### config.mk
export PLATFORM = sky130hd
export DESIGN_NAME = aes_ct_unpacker_flat
export DESIGN_NICKNAME = d
export VERILOG_FILES = /design/src/rtl/aes_ct_unpacker_if.sv /design/src/rtl/aes_ct_unpacker.sv /design/src/flat_wrapper.sv
export SDC_FILE = /design/constraint.sdc
export NUM_CORES = 1
export LEC_CHECK = 0
export CELL_PAD_IN_SITES_DETAIL_PLACEMENT = 0
export CELL_PAD_IN_SITES_GLOBAL_PLACEMENT = 1
export CORE_MARGIN = 5
export CORE_UTILIZATION = 40
export DETAILED_ROUTE_END_ITERATION = 10
export PLACE_DENSITY_LB_ADDON = 0.1
export SETUP_SLACK_MARGIN = 0.5
export SLEW_MARGIN = 10
export SYNTH_ARGS = -nofsm -noshare
export SYNTH_HDL_FRONTEND = slang
export SYNTH_SLANG_ARGS = --single-unit
### constraint.sdc
create_clock -name clk -period 5.5 [get_ports clk]
set_clock_uncertainty 0.1 [all_clocks]
set_input_delay 1.1 -clock clk [delete_from_list [all_inputs] [get_ports clk]]
set_output_delay 1.1 -clock clk [all_outputs]
set_load 0.01 [all_outputs]
### src/rtl/aes_ct_unpacker_if.sv
// ----------------------------------------------------------------------------
// aes_ct_unpacker_if
// Purpose : Bundles the cipher-block input and the 32-bit word stream output
//           of the AES ciphertext unpacker into one connection.
// Modports:
//   master - the environment: drives valid_in / cipher_text / word_ready /
//            clr_overflow and observes the word stream and status.
//   slave  - the unpacker itself: the opposite directions.
// Signals :
//   valid_in     one cipher block offered this cycle (encryptor valid_out)
//   cipher_text  DATA_W-bit block captured when valid_in = 1
//   word_out     current output word, 0 when word_valid = 0
//   word_valid   word_out holds a valid word
//   word_ready   consumer accepts word_out this cycle
//   word_last    high with the final word of a block
//   level        blocks held, including a partially sent head block
//   overflow     sticky flag: at least one block was dropped
//   clr_overflow synchronous clear of overflow
// ----------------------------------------------------------------------------
interface aes_ct_unpacker_if #(
    parameter int DATA_W = 128,
    parameter int WORD_W = 32,
    parameter int DEPTH  = 4
);
    localparam int LVL_W = $clog2(DEPTH) + 1;

    logic              valid_in;
    logic [DATA_W-1:0] cipher_text;
    logic [WORD_W-1:0] word_out;
    logic              word_valid;
    logic              word_ready;
    logic              word_last;
    logic [LVL_W-1:0]  level;
    logic              overflow;
    logic              clr_overflow;

    modport master (
        output valid_in,
        output cipher_text,
        output word_ready,
        output clr_overflow,
        input  word_out,
        input  word_valid,
        input  word_last,
        input  level,
        input  overflow
    );

    modport slave (
        input  valid_in,
        input  cipher_text,
        input  word_ready,
        input  clr_overflow,
        output word_out,
        output word_valid,
        output word_last,
        output level,
        output overflow
    );
endinterface

### src/rtl/aes_ct_unpacker.sv
// ----------------------------------------------------------------------------
// aes_ct_unpacker
// Purpose : Output stage behind the pipelined AES-128 encryptor. Every block
//           flagged by valid_in is written into a DEPTH-entry block FIFO and
//           then streamed out most-significant word first as WORD_W-bit words
//           over a valid/ready handshake. The encryptor cannot stall, so a
//           block arriving while the FIFO is full is dropped and recorded in a
//           sticky overflow flag; upstream is never back-pressured.
// Ports   :
//   clk    - single clock, all state changes on its rising edge
//   reset  - asynchronous, active-high; clears pointers, word index, level
//            and overflow (array contents are left as they are)
//   bus    - aes_ct_unpacker_if.slave: block input, word stream, status
// ----------------------------------------------------------------------------
module aes_ct_unpacker #(
    parameter int DATA_W = 128,
    parameter int WORD_W = 32,
    parameter int DEPTH  = 4
) (
    input  logic                clk,
    input  logic                reset,
    aes_ct_unpacker_if.slave    bus
);
    localparam int AW    = $clog2(DEPTH);
    localparam int LW    = AW + 1;
    localparam int WORDS = DATA_W / WORD_W;

    // Block storage and bookkeeping
    logic [DATA_W-1:0] r_mem [DEPTH];
    logic [AW-1:0]     r_wptr;
    logic [AW-1:0]     r_rptr;
    logic [LW-1:0]     r_level;
    logic [1:0]        r_widx;
    logic              r_overflow;

    logic              w_valid;
    logic              w_handshake;
    logic              w_last;
    logic              w_release;
    logic              w_full;
    logic              w_write;
    logic              w_drop;
    logic [DATA_W-1:0] w_head;
    logic [WORD_W-1:0] w_word;

    assign w_valid     = (r_level != '0);
    assign w_last      = w_valid && (r_widx == 2'(WORDS - 1));
    assign w_handshake = w_valid && bus.word_ready;
    assign w_release   = w_handshake && (r_widx == 2'(WORDS - 1));

    // A release in the same cycle frees the head slot, so a full FIFO can
    // still take the incoming block: the write lands in the slot being freed
    // once the pointers wrap, and level stays at DEPTH.
    assign w_full  = (r_level == LW'(DEPTH)) && !w_release;
    assign w_write = bus.valid_in && !w_full;
    assign w_drop  = bus.valid_in && w_full;

    assign w_head  = r_mem[r_rptr];

    // Word 0 is the most-significant slice of the block.
    always_comb begin
        w_word = '0;
        if (w_valid) begin
            w_word = w_head[(DATA_W - 1 - WORD_W * int'(r_widx)) -: WORD_W];
        end
    end

    // Storage array: no reset, contents are don't-care after reset.
    always_ff @(posedge clk) begin
        if (w_write) begin
            r_mem[r_wptr] <= bus.cipher_text;
        end
    end

    // Write pointer
    always_ff @(posedge clk or posedge reset) begin
        if (reset) begin
            r_wptr <= '0;
        end else if (w_write) begin
            r_wptr <= r_wptr + 1'b1;
        end
    end

    // Read pointer and word index into the head block
    always_ff @(posedge clk or posedge reset) begin
        if (reset) begin
            r_rptr <= '0;
            r_widx <= '0;
        end else if (w_handshake) begin
            r_widx <= r_widx + 2'd1;
            if (w_release) begin
                r_rptr <= r_rptr + 1'b1;
            end
        end
    end

    // Block count: simultaneous write and release cancel out.
    always_ff @(posedge clk or posedge reset) begin
        if (reset) begin
            r_level <= '0;
        end else if (w_write && !w_release) begin
            r_level <= r_level + 1'b1;
        end else if (!w_write && w_release) begin
            r_level <= r_level - 1'b1;
        end
    end

    // Sticky overflow: a drop in the same cycle as a clear wins.
    always_ff @(posedge clk or posedge reset) begin
        if (reset) begin
            r_overflow <= 1'b0;
        end else if (w_drop) begin
            r_overflow <= 1'b1;
        end else if (bus.clr_overflow) begin
            r_overflow <= 1'b0;
        end
    end

    assign bus.word_out   = w_word;
    assign bus.word_valid = w_valid;
    assign bus.word_last  = w_last;
    assign bus.level      = r_level;
    assign bus.overflow   = r_overflow;

endmodule
### src/flat_wrapper.sv
// flat-port wrapper written by rule: the top's interface ports become plain ports
module aes_ct_unpacker_flat 
#(
    parameter int DATA_W = 128,
    parameter int WORD_W = 32,
    parameter int DEPTH  = 4
)
  (clk, reset, bus_valid_in, bus_cipher_text, bus_word_ready, bus_clr_overflow, bus_word_out, bus_word_valid, bus_word_last, bus_level, bus_overflow);
  aes_ct_unpacker_if #(.DATA_W(DATA_W), .WORD_W(WORD_W), .DEPTH(DEPTH)) bus_i ();
  input  logic clk;
  input  logic reset;
  input wire logic [$bits(bus_i.valid_in)-1:0] bus_valid_in;
  input wire logic [$bits(bus_i.cipher_text)-1:0] bus_cipher_text;
  input wire logic [$bits(bus_i.word_ready)-1:0] bus_word_ready;
  input wire logic [$bits(bus_i.clr_overflow)-1:0] bus_clr_overflow;
  output wire logic [$bits(bus_i.word_out)-1:0] bus_word_out;
  output wire logic [$bits(bus_i.word_valid)-1:0] bus_word_valid;
  output wire logic [$bits(bus_i.word_last)-1:0] bus_word_last;
  output wire logic [$bits(bus_i.level)-1:0] bus_level;
  output wire logic [$bits(bus_i.overflow)-1:0] bus_overflow;
  assign bus_i.valid_in = bus_valid_in;
  assign bus_i.cipher_text = bus_cipher_text;
  assign bus_i.word_ready = bus_word_ready;
  assign bus_i.clr_overflow = bus_clr_overflow;
  assign bus_word_out = bus_i.word_out;
  assign bus_word_valid = bus_i.word_valid;
  assign bus_word_last = bus_i.word_last;
  assign bus_level = bus_i.level;
  assign bus_overflow = bus_i.overflow;
  aes_ct_unpacker #(.DATA_W(DATA_W), .WORD_W(WORD_W), .DEPTH(DEPTH)) u_core (.clk(clk), .reset(reset), .bus(bus_i));
endmodule
**Yosys cells after proc, flatten, opt, wreduce, memory -nomap -nowiden**

Memory sizes are Yosys's and may differ from the RTL's.
Index checks and enable logic that the tools add are counted.

- Muxes and demuxes: 7
- Shift operators: 1
- Add/sub/neg operators: 6
- Reductions and logical operators: 15
- Equality and inequality tests: 2

Operator list:

| kind | count |
|---|---|
| $shiftx 159x32->32 | 1 |
| $mux 32 | 1 |
| $logic_and 1x1->1 | 8 |
| $sub 7x7->8 const A | 1 |
| $add 2x1->2 const B | 3 |
| $mux 3 | 2 |
| $mux 1 | 4 |
| $reduce_bool 2->1 | 2 |
| $add 3x1->3 const B | 1 |
| $eq 3x3->1 const B | 1 |
| $logic_not 1->1 | 3 |
| $reduce_bool 3->1 | 1 |
| $sub 3x1->3 const B | 1 |
| $eq 2x2->1 const B | 1 |
| $reduce_and 2->1 | 1 |

- Memories kept: 1
- Bits of input ports: 133
- Output and inout bits: 38
- Bits in writable memories: 512
- Register bits after elaboration: 10
- Logic and storage cells: 37

Memory list:

| name | depth | width | read ports | clocked after Yosys merged registers in | write ports | RTL line | RTL |
|---|---|---|---|---|---|---|---|
| u_core.r_mem | 4 | 128 | 1 | 0 | 1 | aes_ct_unpacker.sv:29 | `logic [DATA_W-1:0] r_mem [DEPTH];` |

**Depth between registers and ports, before layout**

- Depth after elaboration: 11
- Depth in mapped cells: 9
- Gate-level depth less buffers: 9

**Least setup slack after synthesis**

Ideal clock, no wire load.

- Path type: input to register
- Start point: input bus_word_ready
- End point: memory u_core.r_mem[2][0] (enable)
- Data arrival time: 4578 ps
- Required time: 4898 ps
- Stages on the path: 3
- Slack: 320 ps
- Setup time: 502 ps
- Path buffers: 0
- Cell sequence: nand2_1 > a31oi_1 > and2_1

- Cells in the longest elaborated chain, start to end: 8

Ends and longest elaborated chain:

| element | RTL line | RTL |
|---|---|---|
| from (decl) | flat_wrapper.sv:14 | `input wire logic [$bits(bus_i.word_ready)-1:0] bus_word_ready;` |
| $logic_and 1x1->1 | aes_ct_unpacker.sv:48 | `assign w_handshake = w_valid && bus.word_ready;` |
| $logic_and 1x1->1 | aes_ct_unpacker.sv:49 | `assign w_release = w_handshake && (r_widx == 2'(WORDS - 1));` |
| $logic_not 1->1 | aes_ct_unpacker.sv:54 | `assign w_full = (r_level == LW'(DEPTH)) && !w_release;` |
| $logic_and 1x1->1 | aes_ct_unpacker.sv:54 |  |
| $logic_not 1->1 | aes_ct_unpacker.sv:55 | `assign w_write = bus.valid_in && !w_full;` |
| $logic_and 1x1->1 | aes_ct_unpacker.sv:55 |  |
| $mux 1 | aes_ct_unpacker.sv:70 | `if (w_write) begin` |
| $mux 1 (not written as such) | aes_ct_unpacker.sv:71 | `r_mem[r_wptr] <= bus.cipher_text;` |
| to (decl) | aes_ct_unpacker.sv:29 |  |

No other way between the ends.

**Worst setup path after layout**

- Start point: register u_core.r_level[0], in the netlist u_core.bus.level[0]
- End point: output bus_word_out[22]

- Cells in the longest elaborated chain, start to end: 2

Ends and longest elaborated chain:

| element | RTL line | RTL |
|---|---|---|
| from (decl) | aes_ct_unpacker.sv:32 | `logic [LW-1:0] r_level;` |
| from (signal assigned) | aes_ct_unpacker.sv:102 | `r_level <= r_level + 1'b1;` |
| from (signal assigned) | aes_ct_unpacker.sv:104 | `r_level <= r_level - 1'b1;` |
| $reduce_bool 3->1 | aes_ct_unpacker.sv:46 | `assign w_valid = (r_level != '0);` |
| $mux 32 | aes_ct_unpacker.sv:63 | `if (w_valid) begin` |
| to (decl) | flat_wrapper.sv:16 | `output wire logic [$bits(bus_i.word_out)-1:0] bus_word_out;` |

No other way between the ends.

==> parameters.txt <==
Parameter                              Value

Clock tree
  TritonCTS clock tree    yes
  Hold Buf Count CTS    0
  Maximum count of clock buffers along a single path    3
  Clock latency of the later-clocked register in the worst-skew pair    about 0.58 ns
  CTS clk-pin slew, worst paths    around 0.06 ns
  Post-cts sizing count    0
  Clock tree root buffer cell    sky130_fd_sc_hd__clkbuf_16
  Number of clock sinks    522
  Post-CTS setup repair buffer count    0
  Total clock buffers created by CTS    55
  Number of levels the H-tree was split into    2

Power and ir drop
  Total power of the final layout    roughly 13 mW
  Leakage component of the power    just under 8 nW
  P per Cell Area    about 550 nW/um^2
  VDD IR-drop max    about 0.28 mV

Job
  Max cap viols    0

STA
  Final setup TNS    0 ns
  Smallest setup slack after layout    0.853 ns
  Total of endpoints with negative setup slack in the final report    0
  Ratio of final minimum period to clock period    between 80% and 90%
  Number of pins exceeding their max-slew limit in the final report    0
  Post-layout min period    around 4.6 ns
  Hold Fails Final Rpt    0
  Slew at the pin closest to its max-slew limit    0.807 ns
  Achievable clock frequency    ~220 MHz
  Unrepaired setup endpoints after global routing    false
  Max-slew headroom    between 40% and 50%
  Final worst hold slack    between 0.4 and 0.5 ns

Route
  Via density per instance    5.19
  Total DRC errors in the routed layout    0
  WL per Instance    approximately 25 microns
  1st-iter DRT viols    564
  Vias post-DR    roughly 9,100
  Number of antenna-violating nets in the routed design    0
  Detailed-router iteration count before antenna repair    4
  Total wirelength of the detailed-routed design    between 40,000 and 50,000 microns

Placement
  Number of input and output port buffers inserted    170
  Placed Cells incl. Taps    between 1,500 and 2,000
  Pre-CTS worst setup slack    1.35 ns
  Final HPWL from detailed placement    around 27,000 microns
  Placed instance area    approximately 22,000 sq um
  Routability Congestion    around 0.68

Die
  Initial Util    40.4%
  Overall die height    ~230 microns
  Number of rows in the core area    81
  Horizontal extent of the die    ~230 microns
  Full die area    roughly 54,000 sq um
  Number of top-level pins    171
  Core area    between 40,000 and 50,000 sq um

Final layout
  Layout cell share with drive strength beyond 1    a little over a fifth
  Antenna Diode Count    0
  Area occupied by multi-input gates    between 3000 and 4000 sq um
  Filler instances    a little under 4,000
  Final Instance Area    about 24,000 sq um
  Number of cells in the finished layout apart from fillers    roughly 1,800
  Number of nets in the layout    roughly 1,200
  Area growth, synth to finish    22.4%
  Commonest non-fill, non-tap cells in the layout    sky130_fd_sc_hd__edfxtp_1, sky130_fd_sc_hd__clkdlybuf4s50_1, sky130_fd_sc_hd__mux4_2
  End-of-flow core utilization    49.4%
  Commonest non-fill, non-tap cell in the layout    sky130_fd_sc_hd__edfxtp_1
  Register area    between 15,000 and 20,000 sq um

Critical path
  Number of buffers and inverters on the critical path    3
  Category of the worst setup path capture point    output pin
  Critical Path Max Stage Delay    ~0.54 ns
  Data arrival, critical path    ~3.5 ns
  Top Family by Delay on Critical Path    simple AND/OR/NAND/NOR gates
  Critical-path cell with the highest stage delay    sky130_fd_sc_hd__and3_2
  Crit-path max FO    23
  Number of logic stages on the critical path including buffering    7
  Crit path launch type    flop
  Crit path cell chain    nor3_4, inv_1, and3_2, buf_4, a22oi_1, nand2_1, clkdlybuf4s50_1
  Data required, critical path    about 4.3 ns
  Number of cells on the worst reg-to-reg path    5
  Crit Path Class    reg2out

Yosys
  Mean instance size in the synthesized netlist    ~24 sq um
  Number of distinct standard cells referenced by the synthesized netlist    32
  Net count after synthesis    between 900 and 1,000
  Synth Register Bits    522
  Gate Count Post-Synth    approximately 840
  Top area cells in the synthesized netlist    sky130_fd_sc_hd__edfxtp_1, sky130_fd_sc_hd__mux4_2, sky130_fd_sc_hd__a22oi_1
  Top-area cell type share of the netlist area    77.8%
  Sequential element share of the synthesized area    about four fifths
  Largest area contributor in the synthesized netlist    sky130_fd_sc_hd__edfxtp_1
  Cell area after technology mapping    ~20,000 sq um
  Warning count from the yosys run    0

Min path
  Class of the tightest hold or removal check    reg2reg
  Hold depth    2

Global routing
  Remaining global-route overflow    0
  Total global-route track usage    between 15 and 20%
  Wire length of the first global-routing pass    between 60,000 and 70,000 microns
  Number of global-route vias before repair    between 9,000 and 10,000
  Initial antenna violation count    10
  Largest net degree at the start of global routing    48

Status
  Run status    finished clean
## sequential cells by signal (all words and copies together) (netlist names)
name	cells
u_core.r_wptr	2
u_core.r_mem	512
u_core.r_widx	2
u_core.r_rptr	2
u_core.bus.overflow	1
u_core.bus.level	3
## logic make-up after synthesis
| family | count (synthesis) | synth area share, % |
|---|---|---|
| XOR/XNOR | 7 | 0.310 |
| AO/OA/AOI/OAI | 68 | 2.57 |
| buffers and inverters | 52 | 1.54 |
| flip-flops | 522 | 79.0 |
| adder cells (fa/ha/maj) | 7 | 0.481 |
| multiplexers | 131 | 14.9 |
| AND/OR/NAND/NOR | 52 | 1.22 |
## cell usage after synthesis
library cell and count:
sky130_fd_sc_hd__xnor2_1 5, sky130_fd_sc_hd__nand3_1 1, sky130_fd_sc_hd__buf_6 7, sky130_fd_sc_hd__mux4_2 118, sky130_fd_sc_hd__xor2_1 2, sky130_fd_sc_hd__inv_1 8, sky130_fd_sc_hd__nand2_1 34, sky130_fd_sc_hd__nor2b_1 1
sky130_fd_sc_hd__nor3_4 1, sky130_fd_sc_hd__buf_2 18, sky130_fd_sc_hd__edfxtp_1 512, sky130_fd_sc_hd__nor3b_1 2, sky130_fd_sc_hd__clkbuf_1 12, sky130_fd_sc_hd__a31oi_1 1, sky130_fd_sc_hd__mux2_2 2, sky130_fd_sc_hd__and3_1 1
sky130_fd_sc_hd__nor3_1 2, sky130_fd_sc_hd__nand4_1 2, sky130_fd_sc_hd__a311oi_1 1, sky130_fd_sc_hd__and2_1 5, sky130_fd_sc_hd__nor2_1 3, sky130_fd_sc_hd__fa_1 1, sky130_fd_sc_hd__a2111oi_0 1, sky130_fd_sc_hd__o21ai_0 2
sky130_fd_sc_hd__buf_4 6, sky130_fd_sc_hd__buf_8 1, sky130_fd_sc_hd__a22oi_1 62, sky130_fd_sc_hd__mux4_1 9, sky130_fd_sc_hd__mux2i_1 2, sky130_fd_sc_hd__ha_1 6, sky130_fd_sc_hd__a31o_2 1, sky130_fd_sc_hd__dfrtp_1 10
## area by class of cell
cell class / instances / share of cell area, %
repair buffers: 196 / 8.51
flip-flops and latches: 522 / 64.6
multi-input cells: 265 / 16.0
well taps: 664 / 3.43
clock inverters: 39 / 1.43
clock buffers: 63 / 5.90
inverters: 8 / 0.124
## power breakdown
part | switching (mW) | internal [mW]
clock network | 1.48 | 2.13
logic | 2.07 | 2.01
registers | 0.332 | 5.25
total | 3.89 | 9.39
## worst register-to-register path, stage by stage (launching register included)
cell and delay (ns):
sky130_fd_sc_hd__dfrtp_1 0.58, sky130_fd_sc_hd__ha_1 0.28, sky130_fd_sc_hd__nand2_1 0.10, sky130_fd_sc_hd__a31oi_1 0.61
sky130_fd_sc_hd__and2_4 0.68, sky130_fd_sc_hd__buf_4 0.47
## worst paths after layout
| check | from | to | slack, ns |
|---|---|---|---|
| max in group asynchronous | reset | u_core.r_rptr[0] | 4.23 |
| min | u_core.bus.overflow | u_core.bus.overflow | 0.44 |
| max | u_core.bus.level[0] | bus_word_out[22] | 0.85 |
| min in group asynchronous | reset | u_core.bus.overflow | 0.73 |
| min reg2reg | u_core.bus.overflow | u_core.bus.overflow | 0.44 |
| max reg2reg | u_core.r_widx[0] | u_core.r_mem[3][39] | 2.35 |
## layer usage
metal | part of all wire, % | up-vias | routed length, microns | global-route usage (%)
met5 | 0.14 | - | 64 | 0
met4 | 1.9 | 10 | 830 | 4.36
met3 | 4.7 | 76 | 2100 | 3.37
met2 | 53 | 206 | 23500 | 29.0
met1 | 40 | 4810 | 17700 | 20.8
li1 | - | 4023 | - | -
Note: power is estimated with default switching activity, not from simulation.
